File: config.mk
export PLATFORM = sky130hd
export DESIGN_NAME = debug_step_ctrl
export DESIGN_NICKNAME = d
export VERILOG_FILES = /design/src/rtl/debug_step_ctrl.sv
export SDC_FILE = /design/constraint.sdc
export NUM_CORES = 1
export LEC_CHECK = 0
export BUFFER_PORTS_ARGS = -buffer_cell sky130_fd_sc_hd__buf_2
export CORE_ASPECT_RATIO = 0.5
export CORE_MARGIN = 4
export CORE_UTILIZATION = 38
export DETAILED_ROUTE_END_ITERATION = 6
export GPL_TIMING_DRIVEN = 0
export HOLD_SLACK_MARGIN = 0.02
export PLACE_DENSITY = 0.64
export SLEW_MARGIN = 20
export SYNTH_ARGS = -nofsm -noshare
export SYNTH_HDL_FRONTEND = slang
export SYNTH_SLANG_ARGS = --single-unit
File: constraint.sdc
create_clock -name sys_clk -period 2.35 [get_ports sys_clk]
set_clock_uncertainty 0.2 [all_clocks]
set_input_delay 0.1175 -clock sys_clk [delete_from_list [all_inputs] [get_ports sys_clk]]
set_output_delay 0.1175 -clock sys_clk [all_outputs]
set_load 0.02 [all_outputs]
File: src/rtl/debug_step_ctrl.sv
// Run/halt/single-step sequencer for the debug button path; drives the core clock-enable.
// Optional DEBUG_STEP_CNT_EN adds a 16-bit completed-step counter output (step_count).
module debug_step_ctrl #(
    parameter int unsigned LONG_PRESS_CYC = 50_000_000,
    parameter int unsigned STEP_CYC       = 1,
    parameter int unsigned CNT_W          = 32,
    parameter bit          START_RUN      = 1'b0
) (
    input  logic        sys_clk,
    input  logic        sys_rst_n,
    input  logic        key_flag,
    input  logic        key_value,
    input  logic        dbg_halt_req,
    output logic        cpu_en,
`ifdef DEBUG_STEP_CNT_EN
    output logic [15:0] step_count,
`endif
    output logic        step_done,
    output logic        led_run,
    output logic        halted
);

    typedef enum logic [2:0] {
        S_HALT,
        S_PRESSED,
        S_STEP,
        S_RUN_ARM,
        S_RUN,
        S_HALT_WAIT
    } state_e;

    localparam state_e           RESET_STATE = START_RUN ? S_RUN : S_HALT;
    localparam logic [CNT_W-1:0] LONG_C      = CNT_W'(LONG_PRESS_CYC);
    localparam logic [CNT_W-1:0] STEP_LAST   = CNT_W'(STEP_CYC - 1);
    localparam logic [CNT_W-1:0] ONE_C       = CNT_W'(1);

    state_e           state_q, state_d;
    logic [CNT_W-1:0] hold_q, hold_d;
    logic [CNT_W-1:0] step_q, step_d;
    logic             cpu_en_q, cpu_en_d;
    logic             step_done_q, step_done_d;
    logic             led_run_q, led_run_d;
    logic             halted_q, halted_d;
    logic             press, release_evt;

    assign press       = key_flag & ~key_value;
    assign release_evt = key_flag & key_value;

    always_comb begin
        state_d = state_q;
        hold_d  = hold_q;
        step_d  = step_q;
        if (dbg_halt_req) begin
            state_d = S_HALT;
            hold_d  = '0;
        end else begin
            case (state_q)
                S_HALT: begin
                    if (press) begin
                        state_d = S_PRESSED;
                        hold_d  = ONE_C;
                    end
                end
                S_PRESSED: begin
                    hold_d = (hold_q < LONG_C) ? hold_q + ONE_C : hold_q;
                    // Reaching the long-press threshold takes priority over a coincident release.
                    if (hold_q >= LONG_C) begin
                        state_d = S_RUN_ARM;
                    end else if (release_evt) begin
                        state_d = S_STEP;
                        step_d  = '0;
                    end
                end
                S_STEP: begin
                    if (step_q >= STEP_LAST) state_d = S_HALT;
                    else                     step_d  = step_q + ONE_C;
                end
                S_RUN_ARM:   if (release_evt) state_d = S_RUN;
                S_RUN:       if (press)       state_d = S_HALT_WAIT;
                S_HALT_WAIT: if (release_evt) state_d = S_HALT;
                default:     state_d = S_HALT;
            endcase
        end
    end

    // Outputs are decoded from the next state so they register alongside the state change.
    always_comb begin
        cpu_en_d    = (state_d == S_STEP) || (state_d == S_RUN_ARM) || (state_d == S_RUN);
        led_run_d   = (state_d == S_RUN_ARM) || (state_d == S_RUN);
        halted_d    = (state_d == S_HALT);
        step_done_d = (state_q == S_STEP) && (state_d == S_HALT) && !dbg_halt_req;
    end

    always_ff @(posedge sys_clk or negedge sys_rst_n) begin
        if (!sys_rst_n) begin
            state_q     <= RESET_STATE;
            hold_q      <= '0;
            step_q      <= '0;
            cpu_en_q    <= START_RUN;
            step_done_q <= 1'b0;
            led_run_q   <= START_RUN;
            halted_q    <= ~START_RUN;
        end else begin
            state_q     <= state_d;
            hold_q      <= hold_d;
            step_q      <= step_d;
            cpu_en_q    <= cpu_en_d;
            step_done_q <= step_done_d;
            led_run_q   <= led_run_d;
            halted_q    <= halted_d;
        end
    end

`ifdef DEBUG_STEP_CNT_EN
    logic [15:0] step_count_q;

    always_ff @(posedge sys_clk or negedge sys_rst_n) begin
        if (!sys_rst_n)       step_count_q <= '0;
        else if (step_done_d) step_count_q <= step_count_q + 16'd1;
    end

    assign step_count = step_count_q;
`endif

    assign cpu_en    = cpu_en_q;
    assign step_done = step_done_q;
    assign led_run   = led_run_q;
    assign halted    = halted_q;

endmodule

==> results_dict.tcl, run 1 <==
set metrics [dict create \
    critPathCaptureType "flip-flop" \
    synth_area_leader_cell "dfrtp_1" \
    fmax_ghz 0.392 \
    setup_viol 27 \
    slew_viol_final 0 \
    finalNonFillerCells 308 \
    swShare 0.220 \
    path_depth 7 \
    seq_area_frac_synth 0.483 \
    syn_nets 215 \
    postLayoutCoreUtil 0.496 \
    path_cells "or4_4, a2111oi_4, o311a_1, buf_6, o211ai_4, or3_1, a21oi_2" \
    clock_latency_ps 300 \
    io_buffers 8 \
    htreeDepth 2 \
    crit_fanout 7 \
    leakage_nw 1.02 \
    track_usage 0.151 \
    pwr-share-comb 0.054 \
    pre_cts_ws_ps -282 \
    syn_avg_cell_area_um2 9.73 \
    irDropWorstVdd_v 0.000210 \
    path_buf_inv 1 \
    place_hpwl_um 2950 \
    syn-cell-area_mm2 0.00202 \
    cts_tree "done" \
    cts_sinks 39 \
    worstPathArrival_ps 2570 \
    rsz0062_at_grt "yes" \
    finalCritPeriodShare 1.09 \
    path_class "flip-flop to flip-flop" \
    status "finished, violations left" \
    synth_cell_types 41 \
    hold_class "input pin to flip-flop" \
    antenna_found_initial 0 \
    powerDensity_mw_per_mm2 520 \
    maxCapViolCount 0 \
    slew_headroom 0.411 \
    min_period_ps 2550 \
    worstHoldPathCells 4 \
    power_frac_clock 0.424 \
    r2r.worst_path.cells 7 \
    area_delta_synth_final_pct 23.7 \
    drt_iter0_drc 115 \
    cts_buffers 5 \
    via_per_inst 5.54 \
    ant_nets 0 \
    dieArea_mm2 0.00663 \
    diodes 0 \
    routabilityCongestion 0.816 \
    syn_inst 208 \
    switchingPower_mw 0.287 \
    nets 244 \
    ys_ff_latch 39 \
    cpPeakStageDelay_ps 550 \
    worst_ep_required_time_ps 2360 \
    num_vias 1705 \
    post_drt_wl_per_cell_um 14.8 \
    setup_ws_ps -204 \
    grt_pass1_vias 1673 \
    ys_warn_count 0 \
    total_power_mw 1.30 \
    start_kind "flip-flop" \
    violations "setup timing" \
    synth_top_area_frac 0.470 \
    synth-edff-count 0 \
    placed_cells 286 \
    seqPwrFrac 0.522 \
    drc 0 \
    dr.pass1.iters 5 \
    drive_above_1_share 0.227 \
    path_clk_slew_ps 80 \
    worst_slew_pin_slew_ps 884 \
    coreArea_mm2 0.00504 \
    grt_max_degree 40 \
    ioPinCount 9 \
    cp_top_family "simple AND/OR/NAND/NOR gates" \
    clockBufferDepth 2 \
    num_rows 18 \
    hold_ws_ps 52.9 \
    intPower_mw 1.02 \
    setup_tns_ps -3340 \
    synth.area.top_cells "dfrtp_1 47%, a21oi_1 5.2%, o21ai_0 4.4%" \
    grt_pass1_wl_um 8000 \
    dieWidth_um 111 \
    synth_ff_type "dfrtp_1" \
    grt_overflow 0 \
    synthArstFlopShare 1.00 \
    hold_viol 0 \
    wl_um 4550 \
    root_buffer "clkbuf_8" \
    fin_area_mm2 0.00250 \
    slowest_stage "or4_4" \
    initial_core_util 0.401 \
    place_area_mm2 0.00216 \
    die_y_um 59.6 \
]
-- final cells by class --
class / count / area (µm²)
plain buffers: 8 / 60.1
clock buffers: 7 / 76.3
clock inverters: 1 / 30.0
fillers: 465 / 2540
inverters: 5 / 18.8
multi-input cells: 156 / 1080
flip-flops and latches: 39 / 977
well taps: 70 / 87.6
repair buffers: 22 / 176
-- worst register-to-register path, cell delays in order, from the launching register on --
cell and delay [ps]:
dfrtp_1 380, or4_4 550, a2111oi_4 260, o311a_1 280, buf_6 160, o211ai_4 120
or3_1 410, a21oi_2 120
-- layout by cell type (no fill, tap or decap), types with 3 or more instances in the layout --
| cell type | n |
|---|---|
| nor2_1 | 15 |
| clkbuf_8 | 6 |
| and2_1 | 7 |
| inv_1 | 5 |
| dfrtp_1 | 38 |
| nand3_1 | 9 |
| or3_1 | 11 |
| xor2_1 | 6 |
| buf_6 | 9 |
| o2111ai_1 | 5 |
| o21ai_1 | 5 |
| nand4_1 | 9 |
| buf_2 | 9 |
| a21oi_2 | 5 |
| o211ai_1 | 4 |
| nand2_1 | 9 |
| o21ai_0 | 12 |
| buf_4 | 6 |
| or4_1 | 3 |
| clkbuf_1 | 5 |
| a21oi_1 | 15 |
| and3_1 | 6 |
-- per-layer routing --
layer / vias to the layer above / GRT usage / part of all wire
li1: 826 / - / -
met1: 834 / 0.189 / 0.47
met2: 36 / 0.264 / 0.47
met3: 9 / 0.0306 / 0.046
met4: 0 / 0.0607 / 0.017
met5: - / 0 / 0
-- flip-flops by register name, indices dropped and copies added (netlist names) --
| name | cells |
|---|---|
| hold_q | 32 |
| led_run | 1 |
| halted | 1 |
| step_done | 1 |
| state_q | 3 |
| cpu_en | 1 |
-- worst paths after layout --
check | from | endpoint | slack, ps
max | hold_q[27] | hold_q[11] | -200
min | key_flag | state_q[0] | 50
max reg2reg | hold_q[27] | hold_q[11] | -200
min reg2reg | hold_q[29] | hold_q[29] | 290
max in group asynchronous | sys_rst_n | hold_q[5] | 1110
min in group asynchronous | sys_rst_n | hold_q[6] | 280
-- logic make-up (layout without fill, tap and decap cells) --
| group | Yosys count | count (layout) | synth area share |
|---|---|---|---|
| compound gates | 60 | 60 | 0.189 |
| buf+inv | 13 | 43 | 0.0377 |
| fa+ha+maj | 2 | 2 | 0.0124 |
| mux | 1 | 1 | 0.00556 |
| flops | 39 | 39 | 0.483 |
| simple gates | 86 | 86 | 0.242 |
| xor+xnor | 7 | 7 | 0.0303 |
-- cells in the mapped netlist, drive strengths merged (4+ instances only) --
cell / count
or3: 12
nand4: 9
nand3: 9
nor2: 17
buf: 4
dfrtp: 38
o211ai: 5
xor2: 7
and2: 9
o2111ai: 6
nand2: 9
inv: 5
a21oi: 21
and3: 6
o21ai: 18
or4: 4
clkbuf: 4
-- power groups by stage --
stage | Clock (mW) | Combinational, mW | Sequential [mW]
6_report | 0.552 | 0.0706 | 0.680
5_1_grt | 0.596 | 0.0801 | 0.681
4_1_cts | 0.563 | 0.0677 | 0.680
3_5_place_dp | 0 | 0.0607 | 0.693
3_3_place_gp | 0 | 0.0595 | 0.692
2_1_floorplan | 0 | 0.0276 | 0.693
-- repair_timing --
item | 4_1_cts | 5_1_grt
hold buffers | 2 | 0
buffers inserted | 7 | 4
gates cloned | 2 | 0
pin swaps | 16 | 8
endpoints found under the hold margin | 41 | 0
endpoints found under the setup margin | 23 | 33
resized for setup | 19 | 20
Note: power is estimated with default switching activity, not from simulation.
==> inputs of run 2 (changes only) <==
Settings changed: PLACE_DENSITY 0.64 to 0.62, REMOVE_ABC_BUFFERS set to 1.
Clock period 2.35 ns to 2.38 ns, I/O delays scaled along.
==> results_dict.tcl, run 2 (same netlist as run 1, synthesis figures left out) <==
set metrics [dict create \
    min_period_ps 2640 \
    grt_pass1_wl_um 7820 \
    powerDensity_mw_per_mm2 517 \
    path_class "flip-flop to flip-flop" \
    num_rows 18 \
    total_power_mw 1.29 \
    path_clk_slew_ps 80 \
    largest_register "hold_q" \
    io_buffers 8 \
    violations "setup timing" \
    area_delta_synth_final_pct 23.5 \
    num_vias 1689 \
    dieArea_mm2 0.00663 \
    maxCapViolCount 0 \
    antenna_found_initial 0 \
    root_buffer "clkbuf_8" \
    slowest_stage "or4_4" \
    grt_overflow 0 \
    leakage_nw 1.01 \
    cts_buffers 5 \
    place_hpwl_um 2700 \
    top_regs "hold_q x32, state_q x3" \
    grt_max_degree 40 \
    routabilityCongestion 0.749 \
    diodes 0 \
    dr.pass1.iters 4 \
    fmax_ghz 0.379 \
    initial_core_util 0.401 \
    ioPinCount 9 \
    slew_viol_final 0 \
    ant_nets 0 \
    drt_iter0_drc 170 \
    track_usage 0.150 \
    clock_latency_ps 300 \
    coreArea_mm2 0.00504 \
    worst_slew_pin_slew_ps 870 \
    post_drt_wl_per_cell_um 15.1 \
    worst_ep_required_time_ps 2390 \
    clockBufferDepth 2 \
    htreeDepth 2 \
    cp_top_family "simple AND/OR/NAND/NOR gates" \
    cts_tree "done" \
    start_kind "flip-flop" \
    setup_ws_ps -256 \
    hold_class "input pin to flip-flop" \
    mostFrequentLayoutCells "38 x dfrtp_1, 18 x a21oi_1, 15 x nor2_1, 13 x o21ai_0, 12 x buf_4" \
    grt_pass1_vias 1677 \
    wl_um 4630 \
    status "finished, violations left" \
    cts_sinks 39 \
    critPathCaptureType "flip-flop" \
    slew_headroom 0.420 \
    cpPeakStageDelay_ps 540 \
    nets 243 \
    hold_viol 0 \
    drive_above_1_share 0.241 \
    setup_viol 27 \
    path_cells "or4_4, a2111oi_4, o311a_4, buf_6, o211ai_4, or3_1, a21oi_2" \
    layout_commonest_cell "dfrtp_1" \
    finalCritPeriodShare 1.11 \
    drc 0 \
    irDropWorstVdd_v 0.000288 \
    path_buf_inv 1 \
    via_per_inst 5.50 \
    crit_fanout 7 \
    largest_reg_flops 32 \
    dieWidth_um 111 \
    rsz0062_at_grt "yes" \
    worstPathArrival_ps 2650 \
    die_y_um 59.6 \
    pre_cts_ws_ps -832 \
]
## run 2: changes by cell type in the layout (fill, tap and decap cells not counted), sizes merged
cell / delta
clkbuf: -6
buf: +2
clkinv: +2
nor2: +1
## run 2: power breakdown
group / internal [mW] / total, mW / switching (mW)
Combinational: 0.0171 / 0.0611 / 0.0440
Sequential: 0.667 / 0.671 / 0.00412
Clock: 0.312 / 0.560 / 0.248
## run 2: final cells by class
| type | instances | area, µm² |
|---|---|---|
| fillers | 458 | 2540 |
| multi-input cells | 157 | 1080 |
| flip-flops and latches | 39 | 977 |
| repair buffers | 28 | 226 |
| well taps | 70 | 87.6 |
| clock buffers | 5 | 68.8 |
| clock inverters | 3 | 43.8 |
| inverters | 5 | 18.8 |
## run 2: timing repair
item	in CTS	in global routing
gates cloned	1	0
endpoints found under the hold margin	41	0
hold buffers	2	0
gates resized for setup	14	14
setup endpoints to repair	30	29
buffers inserted	16	2
pin swaps	30	8
## run 2: worst min-delay path: stages
cell	delay, ps
buf_2	130
nand2_1	70
o21ai_0	100
a21boi_0	90
## run 2: per-stage QoR
step                       util  instance area [µm²]  hold slack (ps)  std cells  TNS [ps]
after floorplan               -                 1970             -377        200     -3230
after global placement    0.415                 2090             76.0        278    -12490
after detailed placement  0.415                 2090             81.4        278    -13670
after CTS                 0.481                 2430             26.2        305     -2310
after global routing      0.496                 2500             78.3        307     -6110
final                     0.496                 2500             40.8        307     -3680
## run 2: path summary, 6_finish.rpt
path	start	endpoint	slack (ps)	depth (start not counted)
setup / recovery	hold_q[29]	hold_q[19]	-260	7
hold / removal	key_flag	state_q[0]	40	4
setup reg to reg	hold_q[29]	hold_q[19]	-260	7
hold reg to reg	hold_q[28]	hold_q[28]	300	1
max in group asynchronous	sys_rst_n	hold_q[21]	1140	2
min in group asynchronous	sys_rst_n	step_done	290	2
## run 2: layer usage
| layer | up-vias | global-route usage | routed length (µm) |
|---|---|---|---|
| li1 | 826 | - | - |
| met1 | 818 | 0.186 | 2210 |
| met2 | 41 | 0.251 | 2160 |
| met3 | 4 | 0.0459 | 214 |
| met4 | 0 | 0.0555 | 38 |
| met5 | - | 0 | 0 |
